`src/rtl/uart_frame_decoder.sv`:
```
// UART frame decoder: parses SYNC/CMD/LEN/payload/XOR-checksum frames and streams little-endian payload words.
// Optional frame statistics counters are enabled by defining UART_FRAME_STATS_EN.
module uart_frame_decoder #(
  parameter logic [7:0] SYNC_BYTE      = 8'hA5,
  parameter int         WORD_BYTES     = 4,
  parameter int         TIMEOUT_CYCLES = 1_000_000
) (
  input  logic                    clk_in,
  input  logic                    rst_n_in,
  input  logic [7:0]              data_byte_in,
  input  logic                    new_data_in,
  output logic [8*WORD_BYTES-1:0] word_out,
  output logic                    word_valid_out,
  input  logic                    word_ready_in,
  output logic                    word_last_out,
  output logic [7:0]              cmd_out,
  output logic                    frame_start_out,
  output logic                    frame_ok_out,
  output logic                    frame_err_out,
  output logic [1:0]              err_code_out
`ifdef UART_FRAME_STATS_EN
  ,
  output logic [15:0]             frames_ok_count_out,
  output logic [15:0]             frames_err_count_out
`endif
);

  localparam int LW = (WORD_BYTES > 1) ? $clog2(WORD_BYTES) : 1;
  localparam int TW = $clog2(TIMEOUT_CYCLES + 1);
  localparam logic [LW-1:0] LAST_LANE = LW'(WORD_BYTES - 1);

  typedef enum logic [2:0] {
    S_HUNT,
    S_CMD,
    S_LEN,
    S_PAYLOAD,
    S_CHECK
  } state_t;

  state_t                  r_state;
  state_t                  w_nextState;
  logic [7:0]              r_chk;
  logic [7:0]              r_len;
  logic [7:0]              r_wordCnt;
  logic [LW-1:0]           r_byteIdx;
  logic [8*WORD_BYTES-1:0] r_asm;
  logic [TW-1:0]           r_timeoutCnt;

  logic                    w_timeout;
  logic                    w_laneDone;
  logic                    w_outFree;
  logic                    w_lastWord;
  logic [8*WORD_BYTES-1:0] w_fullWord;
  logic                    w_startPulse;
  logic                    w_okPulse;
  logic                    w_errPulse;
  logic [1:0]              w_errCode;
  logic                    w_loadWord;

  // A byte strobe in the same cycle always wins over the timeout.
  assign w_timeout  = (r_state != S_HUNT) && !new_data_in &&
                      (r_timeoutCnt == TW'(TIMEOUT_CYCLES - 1));
  assign w_laneDone = new_data_in && (r_state == S_PAYLOAD) && (r_byteIdx == LAST_LANE);
  assign w_outFree  = !word_valid_out || word_ready_in;
  assign w_lastWord = (r_wordCnt == (r_len - 8'd1));

  always_comb begin
    w_fullWord = r_asm;
    w_fullWord[8*(WORD_BYTES-1) +: 8] = data_byte_in;
  end

  always_ff @(posedge clk_in or negedge rst_n_in) begin
    if (!rst_n_in) r_state <= S_HUNT;
    else           r_state <= w_nextState;
  end

  always_comb begin
    w_nextState = r_state;
    if (w_timeout) begin
      w_nextState = S_HUNT;
    end else if (new_data_in) begin
      case (r_state)
        S_HUNT:    if (data_byte_in == SYNC_BYTE) w_nextState = S_CMD;
        S_CMD:     w_nextState = S_LEN;
        S_LEN:     w_nextState = (data_byte_in == 8'd0) ? S_CHECK : S_PAYLOAD;
        S_PAYLOAD: begin
          if (w_laneDone) begin
            if (!w_outFree)      w_nextState = S_HUNT;
            else if (w_lastWord) w_nextState = S_CHECK;
          end
        end
        S_CHECK:   w_nextState = S_HUNT;
        default:   w_nextState = S_HUNT;
      endcase
    end
  end

  always_comb begin
    w_startPulse = 1'b0;
    w_okPulse    = 1'b0;
    w_errPulse   = 1'b0;
    w_errCode    = 2'd0;
    w_loadWord   = 1'b0;
    if (w_timeout) begin
      w_errPulse = 1'b1;
      w_errCode  = 2'd3;
    end else if (new_data_in) begin
      case (r_state)
        S_LEN: w_startPulse = 1'b1;
        S_PAYLOAD: begin
          if (w_laneDone) begin
            if (w_outFree) begin
              w_loadWord = 1'b1;
            end else begin
              w_errPulse = 1'b1;
              w_errCode  = 2'd2;
            end
          end
        end
        S_CHECK: begin
          if (data_byte_in == r_chk) begin
            w_okPulse = 1'b1;
          end else begin
            w_errPulse = 1'b1;
            w_errCode  = 2'd1;
          end
        end
        default: ;
      endcase
    end
  end

  always_ff @(posedge clk_in or negedge rst_n_in) begin
    if (!rst_n_in) begin
      word_out        <= '0;
      word_valid_out  <= 1'b0;
      word_last_out   <= 1'b0;
      cmd_out         <= 8'd0;
      frame_start_out <= 1'b0;
      frame_ok_out    <= 1'b0;
      frame_err_out   <= 1'b0;
      err_code_out    <= 2'd0;
      r_chk           <= 8'd0;
      r_len           <= 8'd0;
      r_wordCnt       <= 8'd0;
      r_byteIdx       <= '0;
      r_asm           <= '0;
      r_timeoutCnt    <= '0;
    end else begin
      frame_start_out <= w_startPulse;
      frame_ok_out    <= w_okPulse;
      frame_err_out   <= w_errPulse;
      err_code_out    <= w_errCode;

      if (new_data_in || (r_state == S_HUNT)) r_timeoutCnt <= '0;
      else                                    r_timeoutCnt <= r_timeoutCnt + TW'(1);

      // A pending word is never retracted by a frame error; only the consumer drains it.
      if (w_loadWord) begin
        word_out       <= w_fullWord;
        word_valid_out <= 1'b1;
        word_last_out  <= w_lastWord;
      end else if (word_valid_out && word_ready_in) begin
        word_valid_out <= 1'b0;
        word_last_out  <= 1'b0;
      end

      if (new_data_in && !w_timeout) begin
        case (r_state)
          S_CMD: begin
            cmd_out <= data_byte_in;
            r_chk   <= data_byte_in;
          end
          S_LEN: begin
            r_chk     <= r_chk ^ data_byte_in;
            r_len     <= data_byte_in;
            r_wordCnt <= 8'd0;
            r_byteIdx <= '0;
          end
          S_PAYLOAD: begin
            r_chk <= r_chk ^ data_byte_in;
            for (int i = 0; i < WORD_BYTES; i++) begin
              if (r_byteIdx == LW'(i)) r_asm[8*i +: 8] <= data_byte_in;
            end
            if (r_byteIdx == LAST_LANE) begin
              r_byteIdx <= '0;
              r_wordCnt <= r_wordCnt + 8'd1;
            end else begin
              r_byteIdx <= r_byteIdx + LW'(1);
            end
          end
          default: ;
        endcase
      end
    end
  end

`ifdef UART_FRAME_STATS_EN
  always_ff @(posedge clk_in or negedge rst_n_in) begin
    if (!rst_n_in) begin
      frames_ok_count_out  <= 16'd0;
      frames_err_count_out <= 16'd0;
    end else begin
      if (frame_ok_out && (frames_ok_count_out != 16'hFFFF))
        frames_ok_count_out <= frames_ok_count_out + 16'd1;
      if (frame_err_out && (frames_err_count_out != 16'hFFFF))
        frames_err_count_out <= frames_err_count_out + 16'd1;
    end
  end
`endif

endmodule

```
`config.mk`:
```
export PLATFORM = sky130hd
export DESIGN_NAME = uart_frame_decoder
export DESIGN_NICKNAME = d
export VERILOG_FILES = /design/src/rtl/uart_frame_decoder.sv
export SDC_FILE = /design/constraint.sdc
export NUM_CORES = 1
export LEC_CHECK = 0
export CORE_ASPECT_RATIO = 0.8
export CORE_MARGIN = 4
export CORE_UTILIZATION = 51
export DETAILED_ROUTE_END_ITERATION = 10
export GPL_ROUTABILITY_DRIVEN = 0
export PLACE_DENSITY = 0.76
export SLEW_MARGIN = 20
export SYNTH_ARGS = -nofsm -noshare
export SYNTH_HDL_FRONTEND = slang
export SYNTH_SLANG_ARGS = --single-unit
```
`constraint.sdc`:
```
create_clock -name clk_in -period 2.4 [get_ports clk_in]
set_clock_uncertainty 0.1 [all_clocks]
set_input_delay 0.48 -clock clk_in [delete_from_list [all_inputs] [get_ports clk_in]]
set_output_delay 0.48 -clock clk_in [all_outputs]
set_load 0.005 [all_outputs]
```
==> qor.yml <==
outcome:
  outcome: "completed"
floorplan:
  die_x_um: 125
  die_area_sq_um: 12600
  rows: 33
  core-area_sq_um: 10400
  fp.dieH_um: 101
  start_util_pct: 53.1
  io_pins: 59
timing:
  post-route-min-period_ns: 2.30
  tightest_slew_ns: 0.562
  period_share_pct: 95.9
  drv_slew: 0
  setup_ws_ns: 0.0987
  finalHoldViolCount: 0
  setup_viol: 0
  max_freq_mhz: 435
  rsz0062_at_grt: "no"
  tns_ns: 0
  relSlewSlack_pct: 62.2
min_path:
  hp-start: "r_timeoutCnt[0]"
  worstHoldPathType: "reg -> reg"
setup_path:
  crit_end: "r_state[1]"
  rr_endpoint: "r_state[1]"
  crit_start: "r_len[1]"
  rrSetupSlack_ns: 0.1
  path_class: "reg -> reg"
  critPathArrivalTime_ns: 2.48
  path_cells: "buf_4 -> nor3_4 -> xnor2_1 -> or4_4 -> nor3_4 -> a21oi_2 -> o41a_1"
  max_stage_delay_ns: 0.50
  crit-reg2reg-launch: "r_len[1]"
  cp_common_cell: "nor3_4"
  cp-end-kind: "flip-flop"
  cp-start-kind: "flip-flop"
  cp_slowest_cell: "or4_4"
  critPathMaxFanout: 4
  worstRegToRegCells: 7
  cp.required_ns: 2.58
cells_and_area:
  fin_area_sq_um: 7110
  multi_input_area_sq_um: 2390
  seq_area_sq_um: 3000
  diodes: 0
  layout.cells.non_filler: 728
  fin_nets: 595
  drive_gt1_share_pct: 24.7
  area_growth_pct: 28.1
  nFillCells: 758
grt:
  grt_pass1_vias: 4220
  grt-ovfl-total: 0
  grt_pass1_wl_mm: 20.8
  grt_usage_pct: 20.7
  grt_max_degree: 50
  antenna_found_initial: 0
yosys:
  synth_area_leaders: "dfrtp_1 54%, mux2_2 14%, nor2_1 4.0%"
  syn_nets: 513
  syn_avg_cell_area_sq_um: 11.2
  ys_warn_count: 0
  async_reset_ff_share_pct: 100
  yosysTopAreaCell: "dfrtp_1"
  synth_edf_count: 0
  netlist_instances: 494
  yosys.cell_count.top_type: "dfrtp_1"
  ys_seq_area_share_pct: 54.1
  ys.flop_type: "dfrtp_1"
  synth_top_area_share_pct: 54.1
  yosys_register_bits: 120
  syn_area_sq_um: 5550
  netlist-cell-type-count: 49
  synthTopCellsByCount: "120 x dfrtp_1, 70 x mux2_2, 59 x nor2_1, 25 x xor2_1"
power:
  p_int_uw: 5970
  p_sw_uw: 2560
  seqPwrFrac_pct: 38.0
  power_density_nw_per_um2: 1200
  finalPower_uw: 8530
  swShare_pct: 30.0
  power.share.clock_pct: 30.2
  p_comb_share_pct: 31.8
  peakVddDrop_uv: 727
  power_leakage_uw: 0.00323
placement:
  dpl.cell_count: 694
  io_buffers: 58
  dp_slack_ns: -0.194
  post-dp-hpwl_mm: 8.10
  placed_area_sq_um: 6470
route:
  vias_per_cell: 5.50
  drt-total-wl_mm: 12.5
  dr.pass1.iters: 7
  wl_per_cell_um: 17.2
  vias: 4005
  first_iter_violations: 294
  drc: 0
  ant_nets: 0
clock_tree:
  cts-htree-levels: 4
  clkTransAtPathRegs_ns: 0.05
  numCtsBuffers: 17
  clockBufferDepth: 2
  root_buffer: "clkbuf_16"
  cts_tree: "done"
  cts.sink_count: 120
  clock_latency_ns: 0.41
flow_run:
  maxCapViolations: 0
cells in the final DEF, fill, tap and decap left out, types with 4 or more instances in the layout:
cell             netlist  layout
and4_1                 7       7
buf_4                  0      32
o21ai_0               11      11
buf_12                 0       4
xor2_1                25      25
ha_1                   7       6
nand3_1               16      16
nand2b_1               6       6
a21oi_1               23      23
clkdlybuf4s50_1        0      57
nor4_1                 5       5
nor2_1                59      59
nand4_1                8       8
mux2_2                70      70
inv_1                 10       8
dfrtp_1              120     120
xnor2_1               14      14
clkbuf_16              0      17
nor3_1                12      12
nand2_1               23      23
and3_1                 8       8
nor2b_1                6       6
per-stage QoR:
step / util [%] / hold slack, ns
final: 68.0 / 0.386
after CTS: 67.7 / 0.395
after detailed placement: 61.9 / 0.387
after floorplan: - / 0.0844
after global placement: 61.9 / 0.362
after global routing: 68.0 / 0.417
layout make-up:
cell class              instances  area share (%)
flip-flops and latches        120            42.2
multi-input cells             333            33.7
repair buffers                 94            12.7
clock buffers                  23            6.72
well taps                     140            2.46
clock inverters                 8            1.69
inverters                      10           0.528
power by group through the flow:
| stage | clock, uW | combinational, uW | sequential (uW) |
|---|---|---|---|
| 2_1_floorplan | 0 | 1560 | 3140 |
| 3_3_place_gp | 0 | 2500 | 3200 |
| 3_5_place_dp | 0 | 2620 | 3240 |
| 4_1_cts | 2610 | 2670 | 3230 |
| 5_1_grt | 2710 | 2980 | 3320 |
| 6_report | 2570 | 2720 | 3240 |
worst max-delay path, delay by kind of cell (launching register included):
family | cells | cell delay [ns]
and+or+nand+nor | 3 | 0.94
AOI/OAI and AO/OA | 2 | 0.48
xor gates and xnor gates | 1 | 0.09
buffers and inverters | 1 | 0.17
DFF | 1 | 0.40
registers in the layout, indices dropped and copies added (netlist names), 2 cells and up:
register,cells
r_wordCnt,8
cmd_out,8
r_timeoutCnt,20
r_byteIdx,2
r_chk,8
err_code_out,2
r_len,8
r_state,3
word_out,32
r_asm,24
metal layers:
metal	GRT usage, %	wire length, um	vias up
li1	-	-	1889
met1	25.9	5530	2009
met2	35.5	6270	92
met3	5.69	562	15
met4	6.66	145	0
met5	0	0	-
cells by family (layout without fill, tap and decap cells):
| kind of cell | Yosys count | in the layout | share of synthesized area (%) |
|---|---|---|---|
| AOI/OAI and AO/OA | 49 | 49 | 5.28 |
| adders and majority gates | 7 | 7 | 1.58 |
| buffers and inverters | 41 | 135 | 3.09 |
| and+or+nand+nor | 167 | 167 | 15.4 |
| xor gates and xnor gates | 39 | 39 | 6.16 |
| DFF | 120 | 120 | 54.1 |
| muxes | 71 | 71 | 14.4 |
how the worst min path moves through the flow:
stage / depth (start not counted) / endpoint / slack, ns
2_1_floorplan: 0 / cmd_out[0] / 0.08
3_3_place_gp: 1 / r_timeoutCnt[0] / 0.36
3_5_place_dp: 1 / word_out[14] / 0.39
4_1_cts: 1 / r_timeoutCnt[0] / 0.40
5_1_grt: 1 / r_asm[15] / 0.42
6_report: 1 / r_timeoutCnt[0] / 0.39
what timing repair did:
item                       CTS  global route
gates resized for setup      0             4
hold endpoints to repair    39             0
setup buffers                0             2
hold buffers                 1             0
setup endpoints to repair    0             1
Note: power is estimated with default switching activity, not from simulation.
